File: config.mk
export PLATFORM = sky130hd
export DESIGN_NAME = signal_stable_detect
export DESIGN_NICKNAME = d
export VERILOG_FILES = /design/src/rtl/sig_detect_pkg.sv /design/src/rtl/sync_edge_detect.sv /design/src/rtl/signal_stable_detect.sv
export SDC_FILE = /design/constraint.sdc
export NUM_CORES = 1
export LEC_CHECK = 0
export BUFFER_PORTS_ARGS = -buffer_cell sky130_fd_sc_hd__clkbuf_2
export CAP_MARGIN = 25
export CORE_ASPECT_RATIO = 0.75
export CORE_UTILIZATION = 59
export DETAILED_ROUTE_END_ITERATION = 7
export GPL_ROUTABILITY_DRIVEN = 0
export PLACE_DENSITY_LB_ADDON = 0.15
export SLEW_MARGIN = 20
export SYNTH_ARGS = -nofsm -noshare
export SYNTH_HDL_FRONTEND = slang
export SYNTH_SLANG_ARGS = --single-unit
File: constraint.sdc
create_clock -name clk -period 5.8 [get_ports clk]
set_clock_uncertainty 0.05 [all_clocks]
set_input_delay 0.29 -clock clk [delete_from_list [all_inputs] [get_ports clk]]
set_output_delay 0.29 -clock clk [all_outputs]
set_load 0.02 [all_outputs]
File: src/rtl/sig_detect_pkg.sv
// sig_detect_pkg: shared FSM state type and default parameters for signal_stable_detect
package sig_detect_pkg;
  typedef enum logic [1:0] {IDLE, MEASURE, LOCKED} state_t;
  localparam int DEF_CNT_WIDTH    = 24;
  localparam int DEF_STABLE_COUNT = 4;
  localparam int DEF_TOL_SHIFT    = 4;
  localparam int DEF_TIMEOUT      = 2**20;
endpackage

File: src/rtl/sync_edge_detect.sv
// sync_edge_detect: 2-FF synchroniser with registered rising-edge pulse
module sync_edge_detect (
  input  logic clk,
  input  logic rst_n,
  input  logic d,
  output logic level,
  output logic rise
);
  logic s1, q;
  always_ff @(posedge clk or negedge rst_n)
    if (!rst_n) begin
      s1    <= 1'b0;
      level <= 1'b0;
      q     <= 1'b0;
      rise  <= 1'b0;
    end else begin
      s1    <= d;
      level <= s1;
      q     <= level;
      rise  <= level & ~q;
    end
endmodule

File: src/rtl/signal_stable_detect.sv
// signal_stable_detect: measures square-wave period and flags lock on a steady period
module signal_stable_detect
  import sig_detect_pkg::*;
#(
  parameter int CNT_WIDTH    = DEF_CNT_WIDTH,
  parameter int STABLE_COUNT = DEF_STABLE_COUNT,
  parameter int TOL_SHIFT    = DEF_TOL_SHIFT,
  parameter int TIMEOUT      = DEF_TIMEOUT
) (
  input  logic                 clk,
  input  logic                 rst_n,
  input  logic                 signal_in,
  output logic                 sync_signal_in,
  output logic                 stable,
  output logic                 trig,
  output logic [CNT_WIDTH-1:0] period,
  output logic                 period_valid
);
  localparam int MW = $clog2(STABLE_COUNT + 1);
  localparam logic [CNT_WIDTH-1:0] MAX = '1;
  state_t state, state_n;
  logic [CNT_WIDTH-1:0] cnt, cnt_n, prev, prev_n, period_n;
  logic [MW-1:0] mc, mc_n;
  logic prev_v, prev_v_n, pv_n, hit, tmo;
  logic signed [CNT_WIDTH:0] diff;
  logic [CNT_WIDTH:0] adiff;

  sync_edge_detect u_sync (
    .clk   (clk),
    .rst_n (rst_n),
    .d     (signal_in),
    .level (sync_signal_in),
    .rise  (trig)
  );

  assign stable = state == LOCKED;

  always_comb begin
    state_n  = state;
    prev_n   = prev;
    prev_v_n = prev_v;
    mc_n     = mc;
    period_n = period;
    pv_n     = 1'b0;
    cnt_n    = trig ? CNT_WIDTH'(1) : (cnt == MAX ? cnt : cnt + 1'b1);
    diff     = $signed({1'b0, cnt}) - $signed({1'b0, prev});
    adiff    = diff[CNT_WIDTH] ? $unsigned(-diff) : $unsigned(diff);
    // a saturated count is not a real measurement and must never lock
    hit      = cnt != MAX && adiff <= {1'b0, prev >> TOL_SHIFT};
    tmo      = !trig && 64'(cnt) + 64'd1 == 64'(TIMEOUT);
    if (trig) begin
      if (state == IDLE) begin
        state_n  = MEASURE;
        mc_n     = '0;
        prev_v_n = 1'b0;
      end else begin
        period_n = cnt;
        pv_n     = 1'b1;
        prev_n   = cnt;
        prev_v_n = 1'b1;
        if (!prev_v || !hit) begin
          mc_n    = '0;
          state_n = MEASURE;
        end else if (state == MEASURE) begin
          mc_n = mc + 1'b1;
          if (mc_n == MW'(STABLE_COUNT)) state_n = LOCKED;
        end
      end
    end else if (state != IDLE && tmo) begin
      state_n  = IDLE;
      prev_v_n = 1'b0;
      mc_n     = '0;
    end
  end

  always_ff @(posedge clk or negedge rst_n)
    if (!rst_n) begin
      state        <= IDLE;
      cnt          <= '0;
      prev         <= '0;
      prev_v       <= 1'b0;
      mc           <= '0;
      period       <= '0;
      period_valid <= 1'b0;
    end else begin
      state        <= state_n;
      cnt          <= cnt_n;
      prev         <= prev_n;
      prev_v       <= prev_v_n;
      mc           <= mc_n;
      period       <= period_n;
      period_valid <= pv_n;
    end
endmodule

# Yosys cells after proc, flatten, opt, wreduce, memory -nomap -nowiden

Cells that the tools add are included.

Input bits: 3
Output and inout port bits: 28
Bits in registers: 59
Word-level logic and storage cells: 59

Muxes and demuxes: 18
Eq/ne operators: 9
Magnitude comparators: 1
Reductions and logical operators: 13
Add/sub/neg operators: 5
Bitwise operators: 3

Operators with widths:

| kind                  | count |
|---|---|
| $mux 24               | 2 |
| $add 24x1->25 const B | 1 |
| $eq 25x21->1 const B  | 1 |
| $le 25x20->1          | 1 |
| $mux 25               | 1 |
| $neg 25->25           | 1 |
| $sub 24x24->25        | 1 |
| $add 24x1->24 const B | 1 |
| $eq 24x24->1 const B  | 1 |
| $ne 24x24->1 const B  | 1 |
| $mux 3                | 5 |
| $mux 2                | 6 |
| $ne 4x4->1 const B    | 2 |
| $mux 1                | 4 |
| $reduce_and 2->1      | 2 |
| $reduce_bool 2->1     | 2 |
| $add 3x1->3 const B   | 1 |
| $eq 3x3->1 const B    | 1 |
| $logic_and 1x1->1     | 3 |
| $logic_not 1->1       | 3 |
| $reduce_and 3->1      | 1 |
| $eq 2x1->1 const B    | 1 |
| $eq 2x2->1 const B    | 1 |
| $logic_not 2->1       | 1 |
| other kinds (4)       | 5 |

# Longest topological paths before layout

Word-level depth: 10
Mapped depth: 24
Mapped depth without buffers: 24

# Modules after synthesis

A second synthesis with hierarchy kept.

Cells, all modules: 662
Area, all modules: 5565.3 um^2

Modules (own cells, without submodules):

| module               | times used | seq. area each (um^2) | area an instance (um^2) | cells each |
|---|---|---|---|---|
| signal_stable_detect | 1          | 1376.3                | 5451.5                  | 657 |
| sync_edge_detect     | 1          | 100.1                 | 113.9                   | 5 |

# Worst setup path before layout

Ideal clock, no wire load.

Kind: reg2reg
Start point: reg prev[10]
End point: reg state[0]
Library setup time: 125 ps
Path slack: 835 ps
Data required time: 5625 ps
Data arrival time: 4790 ps
Cell stages (with the launch flop): 25
Clock period less this slack: 4965 ps
Cells stage by stage: dfrtp_1 -> inv_1 -> ha_1 -> buf_2 -> a21o_1 -> a31oi_1 -> or3b_1 -> a21o_1 -> a221oi_4 -> o311ai_1 -> clkbuf_1 -> nor2_1 -> xnor2_1 -> ha_1 -> a21o_1 -> a21o_1 -> a211oi_1 -> o21ai_0 -> a21oi_1 -> o21ai_0 -> a21oi_1 -> a21oi_1 -> a211oi_1 -> and3_1 -> o21ai_1

Longest elaborated chain between the ends: 10
Elaborated cells on any way between the ends: 13
Those cells by class: add/sub (2); order compare (1); eq/ne (2); mux (4); reduce/logical (4)

RTL lines:

| item                     | RTL line                   | text |
|---|---|---|
| start: declaration       | signal_stable_detect.sv:22 | `logic [CNT_WIDTH-1:0] cnt, cnt_n, prev, prev_n, period_n;` |
| start signal: assignment | signal_stable_detect.sv:88 | `prev <= prev_n;` |
| $sub 24x24->25           | signal_stable_detect.sv:46 | `diff = $signed({1'b0, cnt}) - $signed({1'b0, prev});` |
| $neg 25->25              | signal_stable_detect.sv:47 | `adiff = diff[CNT_WIDTH] ? $unsigned(-diff) : $unsigned(diff);` |
| $mux 25                  | signal_stable_detect.sv:47 |  |
| $le 25x20->1 *           | signal_stable_detect.sv:49 | `hit = cnt != MAX && adiff <= {1'b0, prev >> TOL_SHIFT};` |
| $logic_and 1x1->1 *      | signal_stable_detect.sv:49 |  |
| $logic_not 1->1 *        | signal_stable_detect.sv:61 | `if (!prev_v \|\| !hit) begin` |
| $logic_or 1x1->1 *       | signal_stable_detect.sv:61 |  |
| $mux 2                   | signal_stable_detect.sv:61 |  |
| $mux 2                   | signal_stable_detect.sv:52 | `if (state == IDLE) begin` |
| $mux 2                   | signal_stable_detect.sv:51 | `if (trig) begin` |
| end signal: assignment   | signal_stable_detect.sv:86 | `state <= state_n;` |
| end: declaration         | signal_stable_detect.sv:21 | `state_t state, state_n;` |

Mark *: on every way between the ends. The rest lies on a longest branch, timed or not.
A chain may end at the register's enable or synchronous reset.

# Worst setup path after layout

Start point: reg cnt[0]
End point: reg mc[0]

Longest elaborated chain between the ends: 10
Elaborated cells on any way between the ends: 18
Those cells by class: add/sub (3); order compare (1); eq/ne (3); mux (4); reduce/logical (7)

RTL lines:

| item                     | RTL line                   | text |
|---|---|---|
| start: declaration       | signal_stable_detect.sv:22 |  |
| start signal: assignment | signal_stable_detect.sv:87 | `cnt <= cnt_n;` |
| $sub 24x24->25           | signal_stable_detect.sv:46 |  |
| $neg 25->25              | signal_stable_detect.sv:47 |  |
| $mux 25                  | signal_stable_detect.sv:47 |  |
| $le 25x20->1             | signal_stable_detect.sv:49 |  |
| $logic_and 1x1->1        | signal_stable_detect.sv:49 |  |
| $logic_not 1->1          | signal_stable_detect.sv:61 |  |
| $logic_or 1x1->1         | signal_stable_detect.sv:61 |  |
| $mux 3                   | signal_stable_detect.sv:61 |  |
| $mux 3                   | signal_stable_detect.sv:52 |  |
| $mux 3                   | signal_stable_detect.sv:51 |  |
| end signal: assignment   | signal_stable_detect.sv:90 | `mc <= mc_n;` |
| end: declaration         | signal_stable_detect.sv:23 | `logic [MW-1:0] mc, mc_n;` |

Parallel ways exist; a longest one is shown, timed or not.

==> reports/qor.yml <==
logic_synthesis:
  ys_types: 69
  netlist_instances: 623
  syn_avg_cell_area_sq_um: 8.507
  synth_warnings: 0
  synth_nets: 676
  synth_edf_count: 0
  seq_area_frac_synth_pct: 27.86
  synthArstFlopShare_pct: 100.0
  synth_flop_cell: "dfrtp_1"
  ys_ff_latch: 59
  synthesis.area_sq_mm: 0.005300
clock_tree:
  hold_buffers: 0
  cts_tree: "built"
  cts_resized: 0
  htreeDepth: 3
  cts_root_buf: "clkbuf_16"
  clk_latency_ns: 0.33
  cts_max_path_buffers: 2
  clkSinkCount: 59
  clk_pin_slew_ns: 0.05
  cts_made_buffers: 9
  postCtsSetupRepairBufs: 0
sta:
  timing.final.crit_share_pct: 92.28
  worst_pin_slew_ns: 1.011
  fin_ws_ns: 0.4477
  rsz0062_at_grt: "no"
  tns_ns: 0
  layout_min_cycle_time_ns: 5.352
  slew_violations: 0
  finalSetupViolations: 0
  slew_headroom_pct: 32.58
  hold_violations: 0
  max_freq_ghz: 0.1868
floorplanning:
  fp-row-count: 29
  fp.dieH_microns: 84.08
  start_util_pct: 61.63
  io_pins: 31
  coreArea_sq_mm: 0.008600
  die_area_sq_mm: 0.009370
  dieWidth_microns: 111.4
critical_path:
  worstPathArrival_ns: 5.55
  reg2reg_to: "mc[0]"
  worstSetupPathType: "reg2reg"
  r2r_cells: 24
  required_ns: 6.00
  r2r_start: "cnt[0]"
  ff2ff_setup_slack_ns: 0.45
  worst_setup_path_start_kind: "flip-flop"
  critPathMaxFanout: 4
  end_kind: "flip-flop"
detailed_routing:
  vias: 4839
  vias_per_cell: 6.359
  drc: 3
  drt-initial-drc-count: 480
  ant_nets: 0
  routedWlPerCell_microns: 18.39
  finalWirelength_mm: 13.99
  firstDrtPassIters: 8
pwr:
  clockPowerShare_pct: 13.0
  swShare_pct: 47.30
  p_switching_mw: 1.935
  ir_drop_mv: 0.3871
  power_frac_seq_pct: 11.8
  cellInternalPower_mw: 2.155
  combPwrFrac_pct: 75.1
  powerDensity_mw_per_mm2: 695.9
  power.leakage_nw: 2.839
grt:
  grt_pass1_wl_mm: 23.04
  grt_max_degree: 60
  grt_pass1_vias: 4532
  track_usage_pct: 31.30
  antenna_found_initial: 0
  overflow: 0
layout:
  drive_gt1_share_pct: 15.16
  area_growth_pct: 10.88
  multiInputGateArea_sq_mm: 0.003598
  antennaDiodeCount: 0
  nFillCells: 708
  final_cells: 761
  fin_nets: 701
  seqCellArea_sq_mm: 0.001476
place:
  dpl.cell_count: 743
  dp.final_hpwl_mm: 10.61
  post-place-ws_ns: 0.3528
  port_buffers: 30
hold_path:
  whs_endpoint: "u_sync.s1"
  whs_path_depth: 1
  hold_start: "signal_in"
  hold_class: "in2reg"
run:
  max-cap-violations: 0
outcome:
  violations: "DRC"
  status: "complete, but fails checks"
## state kept, by name (all words and copies together) (netlist names)
register	flops
cnt	24
mc	3
period_valid	1
prev	24
prev_v	1
state	2
u_sync.level	1
u_sync.q	1
u_sync.rise	1
u_sync.s1	1
## layout by cell type (no fill, tap or decap), types with 5 or more instances in the layout
master,n
a21oi_1,59
dfrtp_1,59
nand2_1,50
ha_1,49
nor2_1,42
xnor2_1,36
inv_1,34
clkbuf_2,30
xor2_1,29
o21ai_0,23
nand3_1,23
mux2_2,22
a21o_1,18
nand4_1,13
and3_1,13
a31oi_1,12
nor3_1,12
buf_4,11
clkbuf_16,9
a211oi_1,7
and2_1,7
nand2b_1,5
o211ai_1,5
o21ai_1,5
nor2b_1,5
and4_1,5
## how the worst max path moves through the flow
stage / endpoint / start / cells past startpoint
CTS: mc[0] / cnt[0] / 23
detailed placement: mc[0] / cnt[0] / 23
global route: mc[2] / cnt[0] / 24
finish: mc[0] / cnt[0] / 24
floorplan: state[0] / prev[10] / 24
global placement: mc[1] / cnt[0] / 23
## layer usage
| layer | vias up | GRT usage, % | wire [microns] |
|---|---|---|---|
| met3 | 32 | 6.391 | 1046 |
| met4 | 0 | 11.18 | 380 |
| met2 | 209 | 48.13 | 6197 |
| met5 | - | 0 | 0 |
| met1 | 2300 | 43.60 | 6370 |
| li1 | 2298 | - | - |
## power groups by stage
stage	clock [mW]	combinational (mW)	sequential (mW)
floorplan	0	2.33	0.491
global placement	0	2.86	0.487
detailed placement	0	2.94	0.489
finish	0.534	3.07	0.483
global route	0.556	3.40	0.488
CTS	0.540	2.98	0.483
## Yosys cell counts, types with 18 or more instances
| library cell | count | area (sq um) |
|---|---|---|
| a21oi_1 | 59 | 295.3 |
| dfrtp_1 | 59 | 1476 |
| nand2_1 | 50 | 187.7 |
| ha_1 | 49 | 613.1 |
| nor2_1 | 42 | 157.7 |
| xnor2_1 | 36 | 315.3 |
| inv_1 | 34 | 127.6 |
| xor2_1 | 29 | 254.0 |
| clkbuf_1 | 26 | 97.59 |
| o21ai_0 | 24 | 120.1 |
| nand3_1 | 23 | 115.1 |
| mux2_2 | 22 | 247.7 |
| a21o_1 | 18 | 135.1 |
## cell type report
cell class                 count  area share [%]
multi-input combinational    502           61.23
inverter                      34           2.172
clock buffer                  11           4.130
sequential                    59           25.12
tap                          108           2.299
timing repair buffer          42           4.152
clock inverter                 5          0.8942
## cell families (layout without fill, tap and decap cells)
| logic type | after synthesis | after routing | share of synthesized area (%) |
|---|---|---|---|
| AO/OA/AOI/OAI | 163 | 163 | 19.90 |
| XOR/XNOR | 65 | 65 | 10.74 |
| adder cells (fa/ha/maj) | 50 | 50 | 11.95 |
| buffers and inverters | 62 | 92 | 4.556 |
| flip-flops | 59 | 59 | 27.86 |
| multiplexers | 23 | 23 | 4.863 |
| AND/OR/NAND/NOR | 201 | 201 | 20.14 |
## worst max-delay path: stages (launching register included)
cell and delay (ns):
dfrtp_1 0.40, inv_1 0.09, ha_1 0.21, fa_1 0.44, nor2b_4 0.17, nand3_1 0.08, or4_1 0.49, a32oi_1 0.35
nand4_1 0.15, nor2_1 0.25, and2_1 0.18, nor3b_1 0.36, nor2_1 0.11, xnor2_1 0.19, ha_1 0.27, a21o_1 0.16
a21oi_1 0.18, nand2_1 0.06, a21oi_1 0.13, o21ai_0 0.10, a21oi_1 0.15, a21oi_1 0.06, a211oi_2 0.29, nand3_2 0.15
o21ai_1 0.20
## stage by stage
step | cell area [sq um] | utilization [%] | total power [mW] | hold slack (ns)
2_1_floorplan | 5300 | - | 2.822 | -0.05559
3_3_place_gp | 5558 | 64.63 | 3.346 | 0.2819
3_5_place_dp | 5558 | 64.63 | 3.425 | 0.2862
4_1_cts | 5853 | 68.06 | 3.999 | 0.01144
5_1_grt | 5877 | 68.34 | 4.443 | 0.01269
6_report | 5877 | 68.34 | 4.090 | 0.01309
(Power assumes the default switching activity.)
